===== src/rtl/ifu_pkg.sv =====
// Shared definitions for the instruction fetch unit: widths, reset PC, FSM encoding.
package ifu_pkg;

    localparam int unsigned IfuXlen    = 32;
    localparam logic [31:0] IfuResetPc = 32'h8000_0000;

    // Fetch FSM; one instruction in flight from request through commit.
    typedef enum logic [2:0] {
        StIdle    = 3'd0,
        StReq     = 3'd1,
        StResp    = 3'd2,
        StDeliver = 3'd3,
        StCommit  = 3'd4,
        StHalt    = 3'd5
    } ifu_state_e;

    // Word fetches only; any non-zero low PC bits are a fault.
    function automatic logic word_aligned(input logic [1:0] pc_lo);
        return pc_lo == 2'b00;
    endfunction

endpackage


===== src/rtl/ifu.sv =====
// Non-pipelined instruction fetch unit: PC register, fetch FSM and registered outputs.
module ifu
    import ifu_pkg::*;
#(
    parameter int unsigned        XLEN     = IfuXlen,
    parameter logic [XLEN-1:0]    RESET_PC = XLEN'(IfuResetPc)
) (
    input  logic            clk,
    input  logic            rst_n,
    output logic            imem_req_valid,
    output logic [XLEN-1:0] imem_req_addr,
    input  logic            imem_req_ready,
    input  logic            imem_resp_valid,
    input  logic [XLEN-1:0] imem_resp_data,
    input  logic            imem_resp_err,
    output logic [XLEN-1:0] inst,
    output logic [XLEN-1:0] pc,
    output logic            ifu_valid,
    input  logic            idu_ready,
    input  logic            wbu_valid,
    input  logic [XLEN-1:0] wbu_dnpc,
    output logic            fetch_fault
);

    ifu_state_e      state_q, state_d;
    logic [XLEN-1:0] pc_q, pc_d;
    logic [XLEN-1:0] inst_q, inst_d;
    logic            req_valid_q, req_valid_d;
    logic            ifu_valid_q, ifu_valid_d;
    logic            fault_q, fault_d;

    // State and output registers; reset discards any in-flight transaction.
    always_ff @(posedge clk or negedge rst_n) begin
        if (!rst_n) begin
            state_q     <= StIdle;
            pc_q        <= RESET_PC;
            inst_q      <= '0;
            req_valid_q <= 1'b0;
            ifu_valid_q <= 1'b0;
            fault_q     <= 1'b0;
        end else begin
            state_q     <= state_d;
            pc_q        <= pc_d;
            inst_q      <= inst_d;
            req_valid_q <= req_valid_d;
            ifu_valid_q <= ifu_valid_d;
            fault_q     <= fault_d;
        end
    end

    // Next-state logic; inputs not relevant to the current state are ignored.
    always_comb begin
        state_d     = state_q;
        pc_d        = pc_q;
        inst_d      = inst_q;
        req_valid_d = req_valid_q;
        ifu_valid_d = ifu_valid_q;
        fault_d     = fault_q;
        unique case (state_q)
            StIdle: begin
                state_d = StReq;
            end
            StReq: begin
                // First REQ cycle checks alignment, so a bad PC never reaches memory.
                if (!req_valid_q) begin
                    if (!word_aligned(pc_q[1:0])) begin
                        state_d = StHalt;
                        fault_d = 1'b1;
                    end else begin
                        req_valid_d = 1'b1;
                    end
                end else if (imem_req_ready) begin
                    req_valid_d = 1'b0;
                    state_d     = StResp;
                end
            end
            StResp: begin
                if (imem_resp_valid) begin
                    if (imem_resp_err) begin
                        state_d = StHalt;
                        fault_d = 1'b1;
                    end else begin
                        inst_d      = imem_resp_data;
                        ifu_valid_d = 1'b1;
                        state_d     = StDeliver;
                    end
                end
            end
            StDeliver: begin
                if (idu_ready) begin
                    ifu_valid_d = 1'b0;
                    state_d     = StCommit;
                end
            end
            StCommit: begin
                // dnpc is taken verbatim, including wrap-around values.
                if (wbu_valid) begin
                    pc_d    = wbu_dnpc;
                    state_d = StReq;
                end
            end
            StHalt: begin
                req_valid_d = 1'b0;
                ifu_valid_d = 1'b0;
                fault_d     = 1'b1;
            end
            default: begin
                state_d     = StHalt;
                req_valid_d = 1'b0;
                ifu_valid_d = 1'b0;
                fault_d     = 1'b1;
            end
        endcase
    end

    assign imem_req_valid = req_valid_q;
    assign imem_req_addr  = pc_q;
    assign inst           = inst_q;
    assign pc             = pc_q;
    assign ifu_valid      = ifu_valid_q;
    assign fetch_fault    = fault_q;

endmodule


===== config.mk =====
export PLATFORM = sky130hd
export DESIGN_NAME = ifu
export DESIGN_NICKNAME = d
export VERILOG_FILES = /design/src/rtl/ifu_pkg.sv /design/src/rtl/ifu.sv
export SDC_FILE = /design/constraint.sdc
export NUM_CORES = 1
export LEC_CHECK = 0
export BUFFER_PORTS_ARGS = -buffer_cell sky130_fd_sc_hd__buf_2
export CAP_MARGIN = 20
export CORE_UTILIZATION = 48
export DETAILED_ROUTE_END_ITERATION = 12
export GPL_ROUTABILITY_DRIVEN = 0
export PLACE_DENSITY = 0.87
export SYNTH_ARGS = -nofsm -noshare
export SYNTH_HDL_FRONTEND = slang
export SYNTH_SLANG_ARGS = --single-unit

===== constraint.sdc =====
create_clock -name clk -period 3.7 [get_ports clk]
set_input_delay 1.11 -clock clk [delete_from_list [all_inputs] [get_ports clk]]
set_output_delay 1.11 -clock clk [all_outputs]
set_load 0.02 [all_outputs]

; Word-level counts from Yosys, hierarchy flattened
; Index checks and enable logic that the tools add are counted.
[word_totals]
register_bits = 70
inputBits = 71
out_inout_bits = 99
word_cells = 55
[op_classes]
eq_ne = 14
mux = 21
bitwise_logic = 4
n_reduce_logical = 10
[op_table]
columns = operator, n
row1 = $mux 3, 7
row2 = $pmux 3 s6, 1
row3 = $ne 2x2->1 const B, 7
row4 = $mux 1, 10
row5 = $eq 3x2->1 const B, 2
row6 = $eq 3x3->1 const B, 2
row7 = $ne 3x3->1 const B, 2
row8 = $pmux 1 s3, 2
row9 = $reduce_and 6->1, 1
row10 = $reduce_or 3->1, 2
row11 = $reduce_and 5->1, 1
row12 = $not 1->1, 4
row13 = $reduce_and 4->1, 1
row14 = $reduce_or 4->1, 1
row15 = $eq 3x1->1 const B, 1
row16 = $logic_not 3->1, 1
row17 = $reduce_and 3->1, 1
row18 = $logic_not 2->1, 1
row19 = $pmux 1 s2, 1
row20 = $reduce_and 2->1, 1

; Longest topological paths before layout
[depth]
depth_word = 4
ltp_mapped = 5
mapped_depth_nobuf = 3

; Worst setup path after synthesis
; OpenSTA, ideal clock, no wires.
[synth_path]
path_kind = input to register
startpoint = input port imem_resp_valid
endpoint = register inst_q[0], in the netlist inst[0]
setup_ps = 125
arrival_time_ps = 2087
path_slack_ps = 1488
cell_stages = 4
path_cell_list = nor2b_4 -> nor3b_4 -> buf_6 -> mux2_4
[synth_between]
elab_chain_cells = 1
[synth_lines]
columns = element, line_no
row1 = from (decl), ifu.sv:13  ; input logic imem_resp_valid,
row2 = $reduce_and 3->1 (no line), n/a
row3 = to (signal assigned), ifu.sv:44  ; inst_q <= inst_d;
row4 = to (decl), ifu.sv:27  ; logic [XLEN-1:0] inst_q, inst_d;
; Every way passes these cells.
; A chain may end at the register's enable or synchronous reset.

; Worst setup path in the final report
[layout_path]
startpoint = input port imem_resp_valid
endpoint = register inst_q[11], in the netlist inst[11]
; The elaborated chain is that of the path after synthesis.

==> results.toml <==
[run_status]
status = "completed"

[critical_path]
critPathKind = "input port to register"
cp_slowest_cell = "nor3b_4"
crit_path_cell_trace = "buf_2 -> nor2b_4 -> nor3b_4 -> buf_12 -> mux2_2"
timing.rr.end = "imem_req_addr[28]"
slowest_delay_ns = 0.58
reg2regPathDepth = 3
crit_end = "inst[11]"
worst-path-max-fanout = 26
critPathLaunch = "imem_resp_valid"
ff2ff_setup_slack_ns = 1.58
arrival_ns = 2.61
cp-end-kind = "register"
cp_data_required_time_ns = 3.92
cp-start-kind = "input port"
reg2reg_from = "state_q[1]"

[place]
dp_slack_ns = 0.945
place_inst = 420
portBuffers = 169
hpwl_microns = 4790

[sta]
finalCriticalPeriod_ns = 2.39
setup_slack_ns = 1.31
slew_violations = 0
min_period_over_period_pct = 64.5
hold_violations = 0
rsz0062_at_grt = "false"
fin_tns_setup_ns = 0
report.final.setup_viol = 0
relSlewSlack_pct = 41.7
skew_ns = 0.00856
fmax_mhz = 419
tightest_slew_ns = 0.872

[clock_network]
post_cts_resized = 0
cts_tree = "built"
cts_buffer_depth = 2
cts_hold_buf = 0
h-tree-depth = 3
clk_latency_ns = 0.34
clk_pin_slew_ns = 0.08
cts-root-buf = "clkbuf_8"
cts_made_buffers = 9
post_cts_buffers = 0
cts_sinks = 70

[yosys]
postSynthAreaPerCell_sq_um = 14.9
syn_area_sq_um = 3180
yosys.area_share.simple_pct = 4.52
synth_compound_area_share_pct = 3.42
synth_seq_cells = 70
async_reset_ff_share_pct = 100
syn-num-nets = 284
synth_flop_cell = "dfrtp_1"
netlist_instances = 213
ys_types = 35
synth-xor-area-share_pct = 0
synth_edf_count = 0
yosysWarnings = 0
synth.area.mux_share_pct = 26.1
synth_top_family_by_area = "multiplexers"
ys_seq_area_share_pct = 55.1
yosys.area_share.adder_pct = 0.315

[routing]
post_drt_wl_per_cell_microns = 14.6
drcViolationCount = 0
viasPerCell = 4.93
drt_iter0_markers = 53
ant_nets = 0
vias = 2149
routed_wl_microns = 6380
dr.pass1.iters = 6

[global_route]
use_met1_pct = 22.3
busiest_layer = "met2"
grt_usage_pct = 19.2
grt_pass1_vias = 2144
grt_max_degree = 41
antenna_found_initial = 0
grt_util_met3_pct = 4.27
met2_usage_pct = 33.6
grt_remaining_overflow = 0
grt_pass1_wl_microns = 10400

[floorplan]
die_y_microns = 83.4
fp.dieW_microns = 83.4
coreArea_sq_um = 6390
start_util_pct = 49.8
floorplan.rows = 29
io_pins = 170
die-area_sq_um = 6960

[cells_and_area]
utilization_pct = 64.3
fin_cells = 436
diodes = 0
area_growth_pct = 29.1
n_fill_cell = 491
drive_gt1_share_pct = 71.9
final_net_count = 425

[worst_hold_path]
min-delay-start = "ifu_valid"
hold_path_class = "register to register"

[power]
p_per_area_nw_per_um2 = 681
p_total_w = 0.00280
vdd_drop_max_mv = 0.469
p_leak_nw = 2.32

[flow_run]
max_cap_violations = 0
==> final cells by class <==
cell class	count	area (sq um)	share of cell area [%]
clock buffer	9	124	3.01
multi-input combinational	99	1090	26.6
timing repair buffer	171	886	21.6
sequential	70	1750	42.7
inverter	3	11.3	0.274
tap	77	96.3	2.34
clock inverter	7	146	3.56
==> sequential cells by signal, summed over array words and instances (netlist names) <==
signal / count
fetch_fault: 1
inst: 32
imem_req_valid: 1
ifu_valid: 1
state_q: 3
imem_req_addr: 32
==> cell families (layout without fill, tap and decap cells) <==
logic type	Yosys count	in the layout
flip-flops	70	70
multiplexers	64	64
buffers and inverters	44	190
AND/OR/NAND/NOR	19	19
AO/OA/AOI/OAI	15	15
adder cells (fa/ha/maj)	1	1
==> worst max-delay path: cells and delay by family <==
family | cells | cell delay (ns)
AND/OR/NAND/NOR | 2 | 0.74
buffers and inverters | 2 | 0.39
multiplexers | 1 | 0.36
==> synthesized netlist by cell type, drive strengths merged, types with 2 or more instances <==
library cell  number  share of area [%]
nor2               4               0.71
nand2              3               0.35
o211a              2               0.63
o21ai              3               0.47
nor2b              3               0.83
inv                3               0.35
mux2              64                 26
buf               41                 10
a22oi              2               0.47
dfrtp             69                 54
==> cell usage in the layout, fill, tap and decap left out, types with 2 or more instances in the layout <==
master and count:
nand2_1 3, a22oi_1 2, dfrtp_1 69, buf_12 2, mux2_4 29, bufinv_16 4, mux2_2 34, o211a_1 2
o21ai_0 3, inv_1 3, clkbuf_8 9, buf_2 169, clkinv_4 3, nor2b_1 2, nor2_1 3
==> layer usage <==
metal,vias to the layer above,wire [microns]
li1,990,-
met2,104,3420
met5,-,0
met4,0,112
met3,11,391
met1,1044,2460
==> power by group <==
group | switching, W | leakage, nW | total (W) | internal [W]
clock | 0.000292 | 0.134 | 0.000811 | 0.000519
sequential | 0.000109 | 0.916 | 0.00105 | 0.000936
combinational | 0.000573 | 1.27 | 0.000942 | 0.000369
total | 0.000974 | 2.32 | 0.00280 | 0.00182
==> per-stage QoR <==
step	instance area, sq um	hold slack (ns)
global route	4110	0.528
floorplan	3180	0.560
global placement	3840	0.463
finish	4110	0.499
detailed placement	3840	0.466
CTS	4110	0.495
==> how the worst min path moves through the flow <==
| stage | end | cells after the start | slack, ns |
|---|---|---|---|
| finish | ifu_valid | 1 | 0.50 |
| global route | inst[12] | 1 | 0.53 |
| CTS | fetch_fault | 1 | 0.49 |
| detailed placement | fetch_fault | 1 | 0.47 |
| global placement | ifu_valid | 1 | 0.46 |
| floorplan | imem_req_valid | 2 | 0.56 |
No activity file was read; power rests on OpenSTA's default activity.
